File: src/rtl/gates.sv
// gates: registered bank of seven bitwise two-input logic functions.
// Slice k of y holds function k of (a, b), or zero when gate_en[k] is low.
// Results are captured on in_valid and held otherwise.
// out_valid marks the cycle right after a capture.
module gates #(
   parameter int WIDTH = 1
) (
   input  logic                 clk,
   input  logic                 rst_n,
   input  logic [WIDTH-1:0]     a,
   input  logic [WIDTH-1:0]     b,
   input  logic                 in_valid,
   input  logic [6:0]           gate_en,
   output logic [7*WIDTH-1:0]   y,
   output logic                 out_valid
);

   // Slice index of each logic function on the output bus
   typedef enum logic [2:0] {
      GATE_AND  = 3'd0,
      GATE_OR   = 3'd1,
      GATE_NAND = 3'd2,
      GATE_NOR  = 3'd3,
      GATE_XOR  = 3'd4,
      GATE_XNOR = 3'd5,
      GATE_NOT  = 3'd6
   } gate_id_e;

   localparam int NUM_GATES = 7;

   logic [7*WIDTH-1:0] y_d;
   logic [7*WIDTH-1:0] y_q;
   logic               out_valid_d;
   logic               out_valid_q;

   // Evaluate one logic function bitwise over the operands.
   // Operator semantics are kept as-is, so X/Z on a or b propagates naturally.
   function automatic logic [WIDTH-1:0] gate_fn(input gate_id_e  id,
                                                input logic [WIDTH-1:0] op_a,
                                                input logic [WIDTH-1:0] op_b);
      logic [WIDTH-1:0] res;
      case (id)
         GATE_AND:  res = op_a & op_b;
         GATE_OR:   res = op_a | op_b;
         GATE_NAND: res = ~(op_a & op_b);
         GATE_NOR:  res = ~(op_a | op_b);
         GATE_XOR:  res = op_a ^ op_b;
         GATE_XNOR: res = ~(op_a ^ op_b);
         GATE_NOT:  res = ~op_a;
         default:   res = {WIDTH{1'b0}};
      endcase
      return res;
   endfunction

   // Next-state: capture masked gate results on in_valid, otherwise hold y
   always_comb begin
      y_d         = y_q;
      out_valid_d = 1'b0;
      if (in_valid) begin
         out_valid_d = 1'b1;
         for (int k = 0; k < NUM_GATES; k++) begin
            if (gate_en[k]) begin
               y_d[k*WIDTH +: WIDTH] = gate_fn(gate_id_e'(3'(k)), a, b);
            end else begin
               // A disabled slice reads zero, even for inverting gates
               y_d[k*WIDTH +: WIDTH] = {WIDTH{1'b0}};
            end
         end
      end else begin
         y_d         = y_q;
         out_valid_d = 1'b0;
      end
   end

   // Result and valid registers; reset clears both immediately
   always_ff @(posedge clk or negedge rst_n) begin
      if (!rst_n) begin
         y_q         <= {(7*WIDTH){1'b0}};
         out_valid_q <= 1'b0;
      end else begin
         y_q         <= y_d;
         out_valid_q <= out_valid_d;
      end
   end

   assign y         = y_q;
   assign out_valid = out_valid_q;

endmodule

File: config.mk
export PLATFORM = sky130hd
export DESIGN_NAME = gates
export DESIGN_NICKNAME = d
export VERILOG_FILES = /design/src/rtl/gates.sv
export SDC_FILE = /design/constraint.sdc
export NUM_CORES = 1
export LEC_CHECK = 0
export CAP_MARGIN = 10
export CORE_AREA = 2 2 39 41
export CTS_BUF_LIST = sky130_fd_sc_hd__clkbuf_4
export DETAILED_ROUTE_END_ITERATION = 16
export DIE_AREA = 0 0 41 43
export PLACE_DENSITY = 0.56
export REMOVE_ABC_BUFFERS = 1
export SYNTH_ARGS = -nofsm -noshare
export SYNTH_HDL_FRONTEND = slang
export SYNTH_SLANG_ARGS = --single-unit
File: constraint.sdc
create_clock -name clk -period 1.5 [get_ports clk]
set_input_delay 0.225 -clock clk [delete_from_list [all_inputs] [get_ports clk]]
set_output_delay 0.225 -clock clk [all_outputs]
set_load 0.01 [all_outputs]
# Word-level counts from Yosys, hierarchy flattened
# Cells that the tools add are included.
[totals] in_bits=12 ff_bits=8
[op_classes] bitwise_logic=7 n_mux=8
[ops] op="$mux 1" n=8
[ops] op="$not 1->1" n=4
[ops] op="$and 1x1->1" n=1
[ops] op="$or 1x1->1" n=1
[ops] op="$xor 1x1->1" n=1

# Logic depth before layout (Yosys ltp)
[depth] depth_word=3 depth_mapped=4 depth_no_buf=4

# Worst setup path after synthesis
# Ideal clock, no wire load.
[synth_path] kind="register to register" start="reg y[6] (netlist name)" end="reg y_q[6] (netlist: y[6])" required_time_ns=1.380 path_slack_ns=0.665 path_stages_with_launch=3 setup_time_ns=0.120 arrival_time_ns=0.715 path_cell_list="dfrtp_1 -> nor2b_1 -> a31o_2"
[synth_lines] element="end signal: assignment" line_no="78" source="y_q <= {(7*WIDTH){1'b0}};"
[synth_lines] element="end signal: assignment" line_no="81" source="y_q <= y_d;"
[synth_lines] element="end: declaration" line_no="32" source="logic [7*WIDTH-1:0] y_q;"

# Final worst setup path
[layout_path] start="reg y_q[5] (netlist: y[5])" end="out y[5]"
[layout_lines] element="end: declaration" line_no="14" source="output logic [7*WIDTH-1:0] y,"
# No word-level cell between the ends.

==> metrics.md <==
| Metric | Value |
|---|---|
| Fmax | `between 700 and 800 MHz` |
| Pre-CTS setup slack | `0.0978 ns` |
| Clock Latency Late Sink | `0.24 ns` |
| Die area | `1760 um2` |
| First-pass GRT wire length | `1060 um` |
| Port Buffers | `19` |
| Initial antenna violation count | `0` |
| Commonest non-fill, non-tap cell in the layout | `clkdlybuf4s50_1` |
| Final nets | `71` |
| CTS tree | `yes` |
| Final Hold Violating Endpoints | `0` |
| Finished Cell Area | `about 580 um2` |
| Num CTS Buffers | `3` |
| Crit Path Max Fanout | `2` |
| Final WS setup | `~0.14 ns` |
| Crit path buf inv count | `1` |
| Post-Syn Instances | `33` |
| Routability cong. | `0.680` |
| Crit end category | `primary output` |
| Setup repair after global routing missed its margin | `no` |
| Post-synthesis sequential area ratio | `56.7%` |
| Sink Count | `8` |
| Synthesized area | `353 um2` |
| Crit start category | `flop` |
| CP peak stage delay | `around 0.54 ns` |
| Iter 0 DRT Violations | `3` |
| Clock root buffer | `clkbuf_4` |
| Worst-path cell chain | `clkdlybuf4s50_1` |
| CP Class | `flop to primary output` |
| Period minus WS final | `1.36 ns` |
| Max-slew violations | `0` |
| Pin count of the biggest net entering global routing | `10` |
| Syn Area/Cell | `~11 um2` |
| N_diodes | `0` |
| Row Count | `14` |
| Synth Area in Simple Gates | `11.3%` |
| Routed via count | `283` |
| Layout cell share with drive strength beyond 1 | `between 10 and 15%` |
| Multiplexer share of the synthesized area | `0%` |
| Leak Pwr | `0.000260 uW` |
| GRT Total Usage | `approximately a tenth` |
| Slowest CP cell | `clkdlybuf4s50_1` |
| Multi-input logic area | `approximately 110 um2` |
| Yosys synthesis warning count | `0` |
| Placed cell areas | `559 um2` |
| Max-Cap Viols | `0` |
| CTS H-tree lvls | `1` |
| Remaining Overflow, GRT | `0` |
| Post-CTS Resized | `0` |
| Area grow syn2layout | `64.9%` |
| Overall Power | `513 uW` |
| Pre-antenna DRT Iters | `4` |
| Actual slew at the worst max-slew pin | `0.370 ns` |
| Status | `finished clean` |
| Yosys cell types | `11` |
| Wire per inst | `10.2 um` |
| Post-synthesis xor/xnor area fraction | `0%` |
| DIE WIDTH | `41 um` |
| CTS Hold Buffers Added | `0` |
| Residual DRC | `0` |
| Final setup viols | `0` |
| Wirelength, routed | `726 um` |
| Register area | `between 200 and 250 um2` |
| Max Buffers Root-to-Sink | `2` |
| Max Clock Skew | `0 ns` |
| Die Y | `43 um` |
| Critical Path AT | `1.14 ns` |
| Filler cells | `143` |
| Post-DP HPWL | `575 um` |
| Synth Area in Compound Gates | `13.1%` |
| CP required | `1.27 ns` |
| Class of the worst hold path | `primary input to async pin` |
| Period utilization | `90.7%` |
| Drt via density | `between 3 and 4` |
| Worst path top cell family by delay | `buffers and inverters` |
| Placed Cells | `68` |
| Vias in the first global route | `~270` |
| Setup repair bufs after CTS | `0` |
| Clk slew on worst S/H paths | `0.06 ns` |
| Post-synthesis register bit count | `8` |
| VDD IR max | `0.332 mV` |
| Pwr per Cell Area | `882 nW/um2` |
| Commonest non-fill, non-tap cells in the layout | `clkdlybuf4s50_1 (19), inv_1 (8), dfrtp_1 (8)` |
| Post-route ant nets | `0` |
| Setup tns final | `0 ns` |
| Largest family of logic cells by synthesized area | `compound AO/OA/AOI/OAI gates` |
| Synth Area in Adders | `7.09%` |
| Floorplan Core Area | `1380 um2` |
| Initial Util | `between 20% and 30%` |
| Final cell count without fillers | `around 70` |
| Max-slew headroom | `75.2%` |
| Io pins | `20` |
[flip-flops by register name (all words and copies together), names as in the netlist]
name	count
y	7
out_valid	1
[cells in the mapped netlist]
| cell | count | area share, % |
|---|---|---|
| a31o_2 | 1 | 2.5 |
| buf_6 | 1 | 3.2 |
| dfrtp_1 | 8 | 57 |
| ha_1 | 2 | 7.1 |
| inv_1 | 8 | 8.5 |
| nand2_1 | 1 | 1.1 |
| nand3_1 | 3 | 4.3 |
| nand3b_1 | 2 | 4.3 |
| nor2b_1 | 1 | 1.8 |
| o21ai_0 | 5 | 7.1 |
| o22ai_2 | 1 | 3.5 |
[through the flow]
step	hold WS, ns	util [%]
floorplan	-0.0706	-
global placement	0.507	40.4
detailed placement	0.515	40.4
CTS	0.270	42.0
global route	0.300	42.0
finish	0.258	42.0
[area by class of cell]
class / count / area share (%)
well taps: 16 / 3.44
inverters: 8 / 5.16
repair buffers: 20 / 34.0
multi-input cells: 16 / 19.1
flip-flops and latches: 8 / 34.4
clock buffers: 3 / 3.87
[per-layer routing]
| metal | global-route usage, % | share of wire (%) | wire length (um) |
|---|---|---|---|
| met5 | 0 | 0 | 0 |
| met4 | 6.00 | 0 | 0 |
| met3 | 3.66 | 12 | 85 |
| met2 | 14.1 | 44 | 318 |
| met1 | 10.7 | 44 | 322 |
[cell families after synthesis]
logic type,after synthesis
buffers and inverters,9
flip-flops,8
AND/OR/NAND/NOR,7
adder cells (fa/ha/maj),2
AO/OA/AOI/OAI,7
[where the power goes]
part	switching (uW)	internal, uW	leakage (uW)
Combinational	40.7	69.0	0.000144
Clock	71.7	91.5	0.0000138
Sequential	7.41	233	0.000103
Total	120	393	0.000260
[final timing paths]
path                            startpoint   end  slack, ns  depth (start not counted)
worst min-delay path                 rst_n  y[5]       0.26                          1
min in group clk                      y[1]  y[1]       0.52                          2
worst min register to register        y[1]  y[1]       0.52                          2
max in group asynchronous            rst_n  y[0]       0.98                          1
worst max register to register        y[6]  y[6]       0.69                          2
worst max-delay path                  y[5]  y[5]       0.14                          1
No activity file was read; power rests on OpenSTA's default activity.
